--- src/rtl/data_mem_arbiter.sv ---
// data_mem_arbiter: shares the single-port data RAM between the CPU data port
// and a DMA/loader port. The CPU gets zero-wait access whenever it wins.
// The DMA wins when the CPU is idle, when it has waited STARVE_LIMIT cycles,
// or while it holds a locked burst. The RAM is clocked on the inverted CLK,
// so mem_q_i for the address presented in a cycle is valid before that
// cycle's rising edge.
//
// Handshake semantics:
//   - CPU: cpu_req_i asks for an access this cycle. The access is performed
//     in every cycle where cpu_req_i=1 and cpu_stall_o=0. While stalled the
//     CPU holds address, data and we.
//   - DMA: dma_req_i is a valid that is held with its address, data and we
//     until dma_gnt_o=1. The beat completes in the dma_gnt_o cycle. A granted
//     read returns data one cycle later as a one-cycle dma_rvalid_o pulse.
//   - dma_lock_i asks to keep ownership for up to BURST_MAX beats. Dropping
//     it ends the burst at the next edge.
module data_mem_arbiter #(
  parameter int AW           = 12,
  parameter int DW           = 32,
  parameter int STARVE_LIMIT = 8,
  parameter int BURST_MAX    = 4
) (
  input  logic          CLK,
  input  logic          RST,
  input  logic          cpu_req_i,
  input  logic [AW-1:0] cpu_addr_i,
  input  logic [DW-1:0] cpu_wdata_i,
  input  logic          cpu_we_i,
  output logic          cpu_stall_o,
  output logic [DW-1:0] cpu_rdata_o,
  input  logic          dma_req_i,
  input  logic          dma_lock_i,
  input  logic [AW-1:0] dma_addr_i,
  input  logic [DW-1:0] dma_wdata_i,
  input  logic          dma_we_i,
  output logic          dma_gnt_o,
  output logic          dma_rvalid_o,
  output logic [DW-1:0] dma_rdata_o,
  output logic [AW-1:0] mem_address_o,
  output logic [DW-1:0] mem_data_o,
  output logic          mem_we_o,
  input  logic [DW-1:0] mem_q_i,
  output logic          dbg_state_o
);

  typedef enum logic {
    ST_ARB   = 1'b0,
    ST_BURST = 1'b1
  } state_t;

  localparam int SW = $clog2(STARVE_LIMIT + 1);
  localparam int BW = $clog2(BURST_MAX + 1);
  localparam logic [SW-1:0] STARVE_MAX = SW'(STARVE_LIMIT);
  // The beat that brings the burst count up to BURST_MAX is the last one held
  // under lock. The first beat is taken in ARB, so a burst holds exactly
  // BURST_MAX beats.
  localparam logic [BW-1:0] BEAT_LAST = BW'(BURST_MAX - 1);
  // With BURST_MAX=1 the single locked beat completes in ARB, so the arbiter
  // never enters BURST.
  localparam logic CAN_BURST = (BURST_MAX > 1);

  state_t        state_q, state_d;
  logic [SW-1:0] starve_cnt;
  logic [BW-1:0] beat_cnt;
  logic          in_burst;
  logic          dma_win;
  logic          burst_exit;

  assign cpu_rdata_o = mem_q_i;
  assign dbg_state_o = state_q;

  // Arbitration decision, next state and RAM port mux.
  always_comb begin
    in_burst      = (state_q == ST_BURST);
    dma_win       = 1'b0;
    burst_exit    = 1'b0;
    state_d       = state_q;
    cpu_stall_o   = 1'b0;
    dma_gnt_o     = 1'b0;
    mem_address_o = cpu_addr_i;
    mem_data_o    = cpu_wdata_i;
    mem_we_o      = 1'b0;

    if (in_burst) dma_win = dma_req_i;
    else          dma_win = dma_req_i & (~cpu_req_i | (starve_cnt == STARVE_MAX));

    case (state_q)
      ST_ARB: begin
        if (dma_win & dma_lock_i & CAN_BURST) state_d = ST_BURST;
      end
      ST_BURST: begin
        if (~dma_lock_i | (dma_win & (beat_cnt == BEAT_LAST))) begin
          state_d    = ST_ARB;
          burst_exit = 1'b1;
        end
      end
      default: state_d = ST_ARB;
    endcase

    dma_gnt_o   = dma_win;
    cpu_stall_o = cpu_req_i & (dma_win | in_burst);

    if (dma_win) begin
      mem_address_o = dma_addr_i;
      mem_data_o    = dma_wdata_i;
    end

    // No write unless the selected port is granted; nothing is written
    // while reset is high, even mid-cycle.
    if (dma_win) mem_we_o = dma_we_i & ~RST;
    else         mem_we_o = cpu_we_i & cpu_req_i & ~cpu_stall_o & ~RST;
  end

  // State register.
  always_ff @(posedge CLK or posedge RST) begin
    if (RST) state_q <= ST_ARB;
    else     state_q <= state_d;
  end

  // Starvation and burst-beat counters.
  always_ff @(posedge CLK or posedge RST) begin
    if (RST) begin
      starve_cnt <= '0;
      beat_cnt   <= '0;
    end else begin
      // Leaving a burst clears the count so a waiting CPU wins next cycle.
      if (burst_exit | dma_win | ~dma_req_i) starve_cnt <= '0;
      else if (starve_cnt != STARVE_MAX)     starve_cnt <= starve_cnt + 1'b1;

      if ((state_q == ST_ARB) && (state_d == ST_BURST)) beat_cnt <= BW'(1);
      else if (in_burst && dma_win)                     beat_cnt <= beat_cnt + 1'b1;
    end
  end

  // DMA read return: capture RAM q at the end of the granted read cycle.
  always_ff @(posedge CLK or posedge RST) begin
    if (RST) begin
      dma_rvalid_o <= 1'b0;
      dma_rdata_o  <= '0;
    end else begin
      dma_rvalid_o <= dma_win & ~dma_we_i;
      if (dma_win & ~dma_we_i) dma_rdata_o <= mem_q_i;
    end
  end

endmodule

--- config.mk ---
export PLATFORM = sky130hd
export DESIGN_NAME = data_mem_arbiter
export DESIGN_NICKNAME = d
export VERILOG_FILES = /design/src/rtl/data_mem_arbiter.sv
export SDC_FILE = /design/constraint.sdc
export NUM_CORES = 1
export LEC_CHECK = 0
export CORE_MARGIN = 5
export CORE_UTILIZATION = 34
export DETAILED_ROUTE_END_ITERATION = 10
export PLACE_DENSITY = 0.95
export SLEW_MARGIN = 15
export SYNTH_ARGS = -nofsm -noshare
export SYNTH_HDL_FRONTEND = slang
export SYNTH_SLANG_ARGS = --single-unit
--- constraint.sdc ---
create_clock -name CLK -period 6.26 [get_ports CLK]
set_clock_uncertainty 0.15 [all_clocks]
set_input_delay 1.252 -clock CLK [delete_from_list [all_inputs] [get_ports CLK]]
set_output_delay 1.252 -clock CLK [all_outputs]
set_load 0.005 [all_outputs]
=== Yosys cells after proc, flatten, opt, wreduce, memory -nomap -nowiden ===
Index checks and enable logic that the tools add are counted.

* Register bits after elaboration: 41
* Bits of input ports: 127
* Output and inout bits: 113
* Logic and storage cells: 48

* $add $sub $neg: 2
* Eq/ne operators: 3
* Muxes and demuxes: 13
* Bitwise operators: 21
* Reductions and logical operators: 4

{| class="wikitable"
|+ Operators by type and width
! kind !! number
|-
| 32-bit 2-to-1 mux || 1
|-
| 12-bit 2-to-1 mux || 1
|-
| 1-bit bitwise AND || 9
|-
| 4-bit 2-to-1 mux || 2
|-
| 1-bit NOT || 7
|-
| 1-bit 2-to-1 mux || 6
|-
| 3-bit 2-to-1 mux || 2
|-
| 1-bit bitwise OR || 5
|-
| 4-bit by 1-bit adder with 4-bit output, second input constant || 1
|-
| 4-bit equality test, second input constant || 1
|-
| 4-bit != test, second input constant || 1
|-
| 2-bit nonzero test || 2
|-
| 3-bit by 1-bit adder with 3-bit output, second input constant || 1
|-
| 3-bit by 2-bit equality test with 1-bit output, second input constant || 1
|-
| 1-bit logical AND || 2
|-
| 1-bit one-hot mux with 2 select lines || 1
|}

=== Logic depth before layout (Yosys ltp) ===
Gate-level depths: netlist of run 1.

* Word-level depth: 11
* Gate-level depth with buffers: 7
* Depth with buffers taken out: 5

=== Least setup slack after synthesis of run 1 ===
No wires, ideal clock.

* Path type: input port to output port
* Start: input port RST
* End: output port mem_we_o
* Arrival: 2450 ps
* Data required time: 4858 ps
* Path slack: 2408 ps
* Cell stages on the path: 3
* Buffers on the path: 0
* Cells stage by stage: inv_1 > nand3_1 > o32ai_1

* Word-level cells in the longest chain between the ends: 3

{| class="wikitable"
|+ RTL lines
! item !! line !! RTL
|-
| start: declaration || 24 || <nowiki>input logic RST,</nowiki>
|-
| 1-bit NOT (*) || 110, 111 ||
|-
| 1-bit bitwise AND, on equally long branches || 111, 110 ||
|-
| 1-bit 2-to-1 mux (*) || 110 || <nowiki>if (dma_win) mem_we_o = dma_we_i & ~RST;</nowiki>
|-
| end: declaration || 41 || <nowiki>output logic mem_we_o,</nowiki>
|}

Every way passes the cells marked *; elsewhere a longest branch is shown, timed or not.

=== Final worst setup path of run 1 ===
* Start: input port cpu_req_i
* End: output port mem_address_o[4]

* Word-level cells in the longest chain between the ends: 5

{| class="wikitable"
|+ RTL lines
! item !! line !! RTL
|-
| start: declaration || 25 || <nowiki>input logic cpu_req_i,</nowiki>
|-
| 1-bit NOT || 85 || <nowiki>else dma_win = dma_req_i & (~cpu_req_i | (starve_cnt == STARVE_MAX));</nowiki>
|-
| 1-bit bitwise OR || 85 ||
|-
| 1-bit bitwise AND || 85 ||
|-
| 1-bit 2-to-1 mux || 84 || <nowiki>if (in_burst) dma_win = dma_req_i;</nowiki>
|-
| 12-bit 2-to-1 mux || 103 || <nowiki>if (dma_win) begin</nowiki>
|-
| end: declaration || 39 || <nowiki>output logic [AW-1:0] mem_address_o,</nowiki>
|}

No other way between the ends.

==> key figures, run 1 <==
Timing
  • Unrepaired setup endpoints after global routing: false
  • Slew @ Worst Pin: 0.5905 ns
  • Final Hold Vio Count: 0
  • Final setup margin: around 1.4 ns
  • Slew HR: 60.63%
  • Setup TNS: 0 ns
  • Worst hold slack: about 0.35 ns
  • Final Max Tran Viols: 0
  • # setup viols final: 0
  • Minimum clock period: between 4 and 5 ns
  • Final Cycle Share: between 70% and 80%
  • Fmax: 207.0 MHz

Worst setup path
  • Family with the most delay on the worst path: buffers and inverters
  • Arr. time, crit path: 3.43 ns
  • Critical Path Most Common Cell: clkdlybuf4s50_1
  • Crit path depth: 6
  • CP Cell Sequence: clkdlybuf4s50_1 > nand2b_4 > o21ai_4 > buf_4 > mux2_2 > clkdlybuf4s50_1
  • Worst stage delay on the critical path: 0.55 ns
  • CP Max Fanout: 46
  • Crit path capture type: primary output
  • CP endpoint: mem_address_o[4]
  • Crit path buffers/inverters: 3
  • FF-to-FF Start: starve_cnt[0]
  • CP Launch Type: input port
  • Worst R2R End: dma_rdata_o[1]
  • Required time of the critical path: 4.86 ns
  • R2R setup slack: 4.00 ns
  • CP max stage cell: clkdlybuf4s50_1
  • Crit path kind: input port to primary output
  • Setup crit start: cpu_req_i
  • Worst reg-to-reg path cell count: 6

Die
  • Die extent in y: 97.93 µm
  • Die area: 0.009590 mm²
  • Core Box Area: 0.007647 mm²
  • FP Rows: 32
  • Initial core utilization: between 30% and 40%
  • Die Span X: 97.93 µm
  • Io pins: 240

Place
  • Port Buffers: 239
  • HPWL after DPL: 8.265 mm
  • Dpl ws: 1.440 ns
  • Final GP Congestion: 0.9534

Routing
  • Initial DRC count: 41
  • Post-route DRC: 0
  • Total wire length: approximately 10 mm
  • DR vias/cell: 4.512
  • Via Count: roughly 2,300
  • Final ANT Viol Nets: 0
  • Drt first pass iters: 4
  • Post-DR wirelength/cell: 19.61 µm

Clock network
  • Root Driver: clkbuf_8
  • CTS clk-pin slew, worst paths: 0.09 ns
  • H-tree levels: 2
  • TritonCTS clock tree: done
  • CTS Hold Bufs: 0
  • Clock net sink count: 41
  • # Post-CTS Setup Buffers: 0
  • TritonCTS Buffers: 5
  • Clk Latency, worst-skew pair: between 0.2 and 0.3 ns
  • Clock Tree Buf Depth: 2
  • PostCTS Resize Cnt: 0

Power
  • Cell-internal power: 717.0 µW
  • Total power: 951.6 µW
  • Psw: 234.6 µW
  • Power Density: roughly 190 mW/mm²
  • Pleak: between 2 and 2.5 nW
  • Comb pwr share: around 42%
  • Clock share of power: 22.8%
  • Maximum VDD drop: 0.1708 mV
  • Switching share of power: around a quarter
  • Seq pwr share: 35.8%

Global route
  • Grt met1 use: between 20% and 30%
  • Routing usage on met2: about 37%
  • Gr busiest metal: met2
  • First-pass GRT wire length: 15.04 mm
  • Vias in the first global route: approximately 2,600
  • Grt ovf: 0
  • Initial antenna violation count: 0
  • GRT Overall Usage: 20.10%
  • Grt met3 use: 6.929%
  • Pin count of the biggest net entering global routing: 47

Cells and area
  • Area grow syn2layout: 87.29%
  • ANT cells: 0
  • Final Util: 64.38%
  • Final #Nets: roughly 540
  • Share of layout cells above drive strength 1: 22.17%

Synth
  • Unique masters post-synth: 29
  • Synth area leaders: dfrtp_1 (39%), mux2_2 (19%), mux2_4 (17%)
  • Commonest cells post-synth: mux2_2 (44), dfrtp_1 (41), buf_4 (32)
  • Post-synthesis instance area: 0.002629 mm²
  • Synth Register Bits: roughly 40
  • Compound-cell area share of the yosys netlist: 3.284%
  • Register area share after synthesis: 39.03%
  • Syn Area/Cell: 13.34 µm²
  • Simple-gate share of the synthesized area: 3.570%
  • Mux share of post-synthesis cell area: 36.70%
  • Xor/xnor share of the synthesized area: 0.6663%
  • Synth area leader: dfrtp_1
  • Number of synthesized flops with an enable pin: 0
  • Cells after Synth: 197
  • Synth Net Count: 328
  • Top FF cell, synth: dfrtp_1
  • Cell with the most instances after synthesis: mux2_2
  • Synth top area share: 39.03%
  • Largest family of logic cells by synthesized area: multiplexers
  • Synth async-reset ratio: 100.0%
  • Synth warn: 0
  • Post-synthesis adder-cell area fraction: 1.904%

Status
  • Status: finished, final reports clean

Hold path
  • Hold crit path type: flop to flop

Flow run
  • Max Cap Violations: 0
sequential cells by signal, indices dropped and copies added, names as in the netlist:
register and flops:
starve_cnt 4, dbg_state_o 1, dma_rdata_o 32, dma_rvalid_o 1, beat_cnt 3
cells in the final DEF, fill, tap and decap left out, types with 2 or more instances in the layout:
| master | instances |
|---|---|
| mux2_1 | 3 |
| ha_1 | 4 |
| inv_1 | 7 |
| clkdlybuf4s50_1 | 239 |
| dfrtp_1 | 41 |
| nor2_1 | 5 |
| buf_4 | 3 |
| mux2_4 | 29 |
| nand2_1 | 2 |
| nand3_1 | 4 |
| mux2_2 | 44 |
| clkbuf_8 | 5 |
layer usage:
metal,share of wire [%],vias up
met5,0,-
met4,2.4,0
met3,8.4,12
met2,53,128
met1,36,1079
li1,-,1073
worst reg2reg max path, cell delays in order (launching register included):
cell and delay [ns]:
dfrtp_1 0.42, inv_1 0.08, ha_1 0.18, and3b_4 0.24
o211a_2 0.17, buf_4 0.48, mux2_2 0.43
how the worst min path moves through the flow:
stage / startpoint / to / slack [ns] / cells after the start
after global placement: starve_cnt[0] / starve_cnt[0] / 0.32 / 1
after detailed placement: beat_cnt[2] / beat_cnt[2] / 0.33 / 1
final: starve_cnt[0] / starve_cnt[0] / 0.35 / 1
after CTS: starve_cnt[0] / starve_cnt[0] / 0.35 / 1
after global routing: beat_cnt[2] / beat_cnt[2] / 0.36 / 1
after floorplan: starve_cnt[0] / starve_cnt[0] / 0.30 / 1
area by class of cell:
class / instances / area [µm²]
clock buffer: 5 / 68.82
clock inverter: 3 / 43.79
fill: 580 / 2724
inverter: 8 / 30.03
multi-input combinational: 107 / 1212
sequential: 41 / 1026
tap: 102 / 127.6
timing repair buffer: 242 / 2415
power by group through the flow:
stage / clock network [mW] / registers, mW / logic, mW
floorplan: 0 / 0.346 / 0.148
global placement: 0 / 0.343 / 0.389
detailed placement: 0 / 0.345 / 0.398
CTS: 0.227 / 0.341 / 0.401
global route: 0.235 / 0.347 / 0.419
finish: 0.217 / 0.341 / 0.395
kinds of logic after synthesis:
logic type | after synthesis
DFF | 41
and+or+nand+nor | 16
adders and majority gates | 4
buffers and inverters | 49
muxes | 76
xor gates and xnor gates | 2
AOI/OAI and AO/OA | 9
stage by stage:
step,area (µm²),cells
floorplan,2629,197
CTS,4923,508
global route,4923,508
global placement,4811,500
detailed placement,4811,500
finish,4923,508
Power figures use the tool's default switching activity.
==> inputs of run 2 (changes only) <==
- CORE_UTILIZATION: 34 -> 31
- PLACE_DENSITY: 0.95 -> 0.9
- clock period: 6.26 -> 4.6 ns (I/O delays scaled with it)
==> run 2 against run 1 <==
Effect of this change:
- global-route usage shrank 2.6 points
- hold slack better by 0.0029 ns
- count of clock-buffer cells in the layout unchanged
- core utilization fell by 4.8 points
- register-to-register slack lost 1.9 ns
- largest cell class unchanged
- sequential power up 37%
==> key figures, run 2 (synthesis results as in run 1) <==
Status
  • Status: finished, final reports clean

Cells and area
  • Final #Nets: 537
  • Largest registers: dma_rdata_o: 32 flops, starve_cnt: 4 flops, beat_cnt: 3 flops
  • Area grow syn2layout: 87.20%
  • Largest Register: dma_rdata_o
  • ANT cells: 0
  • Finished Layout Cells: a little over 500
  • Commonest non-fill, non-tap cell in the layout: clkdlybuf4s50_1
  • Share of layout cells above drive strength 1: around 22%
  • Most frequent cells in the layout: clkdlybuf4s50_1 (239), mux2_2 (44), dfrtp_1 (41)
  • Max reg flops: 32

Timing
  • # setup viols final: 0
  • Final Cycle Share: between 80% and 90%
  • Final Hold Vio Count: 0
  • Setup TNS: 0 ns
  • Fmax: 252.5 MHz
  • Minimum clock period: around 4.0 ns
  • Final Max Tran Viols: 0
  • Slew HR: between 50 and 60%
  • Slew @ Worst Pin: approximately 0.74 ns
  • Worst hold slack: 0.3484 ns
  • Unrepaired setup endpoints after global routing: false

Clock network
  • Clock net sink count: 41
  • # Post-CTS Setup Buffers: 0
  • Root Driver: clkbuf_8
  • Clock Tree Buf Depth: 2
  • H-tree levels: 2
  • CTS clk-pin slew, worst paths: around 0.08 ns
  • PostCTS Resize Cnt: 0
  • CTS Hold Bufs: 0
  • Clk Latency, worst-skew pair: roughly 0.29 ns
  • TritonCTS clock tree: done
  • TritonCTS Buffers: 5

Die
  • Io pins: 240
  • Die Span X: 102.1 µm
  • Die area: between 0.01 and 0.015 mm²
  • FP Rows: 33
  • Core Box Area: between 0.008 and 0.009 mm²
  • Die extent in y: 102.1 µm
  • Initial core utilization: between 30% and 40%

Place
  • Post-placement cell count: approximately 500
  • Port Buffers: 239
  • Final GP Congestion: 0.8272
  • HPWL after DPL: 8.090 mm

Worst setup path
  • R2R setup slack: 2.09 ns
  • Required time of the critical path: ~3.5 ns
  • CP Launch Type: input port
  • FF-to-FF Start: starve_cnt[0]
  • Worst stage delay on the critical path: 0.54 ns
  • Worst R2R End: dma_rdata_o[27]
  • Critical Path Most Common Cell: clkdlybuf4s50_1
  • Crit path capture type: primary output
  • Worst reg-to-reg path cell count: 6
  • Arr. time, crit path: 2.89 ns
  • CP max stage cell: clkdlybuf4s50_1
  • Crit path kind: input port to primary output
  • CP Cell Sequence: clkdlybuf4s50_1 > nand2b_4 > o21ai_4 > buf_12 > mux2_2 > clkdlybuf4s50_1
  • CP Max Fanout: 46

Routing
  • Post-route DRC: 0
  • Total wire length: 9.724 mm
  • Drt first pass iters: 4
  • Final ANT Viol Nets: 0
  • Initial DRC count: 43
  • Via Count: ~2,300
  • DR vias/cell: between 4 and 5
  • Post-DR wirelength/cell: 18.99 µm

Hold path
  • Hold Path Sink: beat_cnt[2]
  • Hold-critical path depth: 1
  • Hold Crit Start: beat_cnt[2]
  • Hold crit path type: flop to flop

Global route
  • Grt ovf: 0
  • GRT Overall Usage: 17.49%
  • Initial antenna violation count: 0
  • Pin count of the biggest net entering global routing: 47
  • First-pass GRT wire length: 13.81 mm
  • Vias in the first global route: around 2,500

Power
  • Pleak: 2.017 nW
  • Power Density: 250.6 mW/mm²
  • Maximum VDD drop: 0.1926 mV

Flow run
  • Max Cap Violations: 0
-- run 2: changes by cell type in the layout (fill, tap and decap cells not counted) --
cell,previous run,this run
clkinvlp_4,0,1
clkinv_2,1,2
inv_2,1,0
inv_1,7,8
buf_12,0,1
bufinv_16,1,0
inv_6,1,0
-- run 2: how the worst max path moves through the flow --
| stage | endpoint | cells after the start | slack [ns] | from |
|---|---|---|---|---|
| 2_1_floorplan | mem_we_o | 3 | 1.41 | RST |
| 3_3_place_gp | mem_data_o[6] | 6 | 0.64 | cpu_req_i |
| 3_5_place_dp | mem_data_o[6] | 6 | 0.62 | cpu_req_i |
| 4_1_cts | mem_data_o[6] | 6 | 0.62 | cpu_req_i |
| 5_1_grt | mem_data_o[6] | 6 | 0.57 | cpu_req_i |
| 6_report | mem_data_o[6] | 6 | 0.64 | cpu_req_i |
-- run 2: layout make-up --
cell class	count	area, µm²
fill	656	3337
timing repair buffer	243	2435
multi-input combinational	107	1212
sequential	41	1026
tap	105	131.4
clock buffer	5	68.82
inverter	8	30.03
clock inverter	3	17.52
-- run 2: worst max-delay path: cells and delay by family --
| kind | cells | cell delay [ns] |
|---|---|---|
| AOI/OAI and AO/OA | 1 | 0.17 |
| buffers and inverters | 3 | 1.31 |
| and+or+nand+nor | 1 | 0.09 |
| muxes | 1 | 0.37 |
-- run 2: stage by stage --
stage               setup slack, ns  power (mW)  area [µm²]  utilization, %
finish                       0.6397       1.233        4921           59.59
global route                 0.5696       1.300        4921           59.59
CTS                          0.6161       1.254        4921           59.59
detailed placement           0.6238       1.014        4835           58.55
global placement             0.6403       1.000        4835           58.55
floorplan                     1.412      0.6727        2629               -
-- run 2: layer usage --
metal | vias to the layer above | track usage [%] | wire length [µm] | part of all wire, %
met5 | - | 0 | 0 | 0
met2 | 139 | 32.53 | 4944 | 51
met4 | 0 | 4.844 | 152 | 1.6
met3 | 14 | 5.734 | 1067 | 11
li1 | 1072 | - | - | -
met1 | 1061 | 18.88 | 3559 | 37
-- run 2: power by group --
part / internal (mW) / leakage (nW) / switching (mW)
logic: 0.388 / 1.48 / 0.148
registers: 0.426 / 0.496 / 0.0405
clock network: 0.105 / 0.0439 / 0.126
total: 0.919 / 2.02 / 0.314
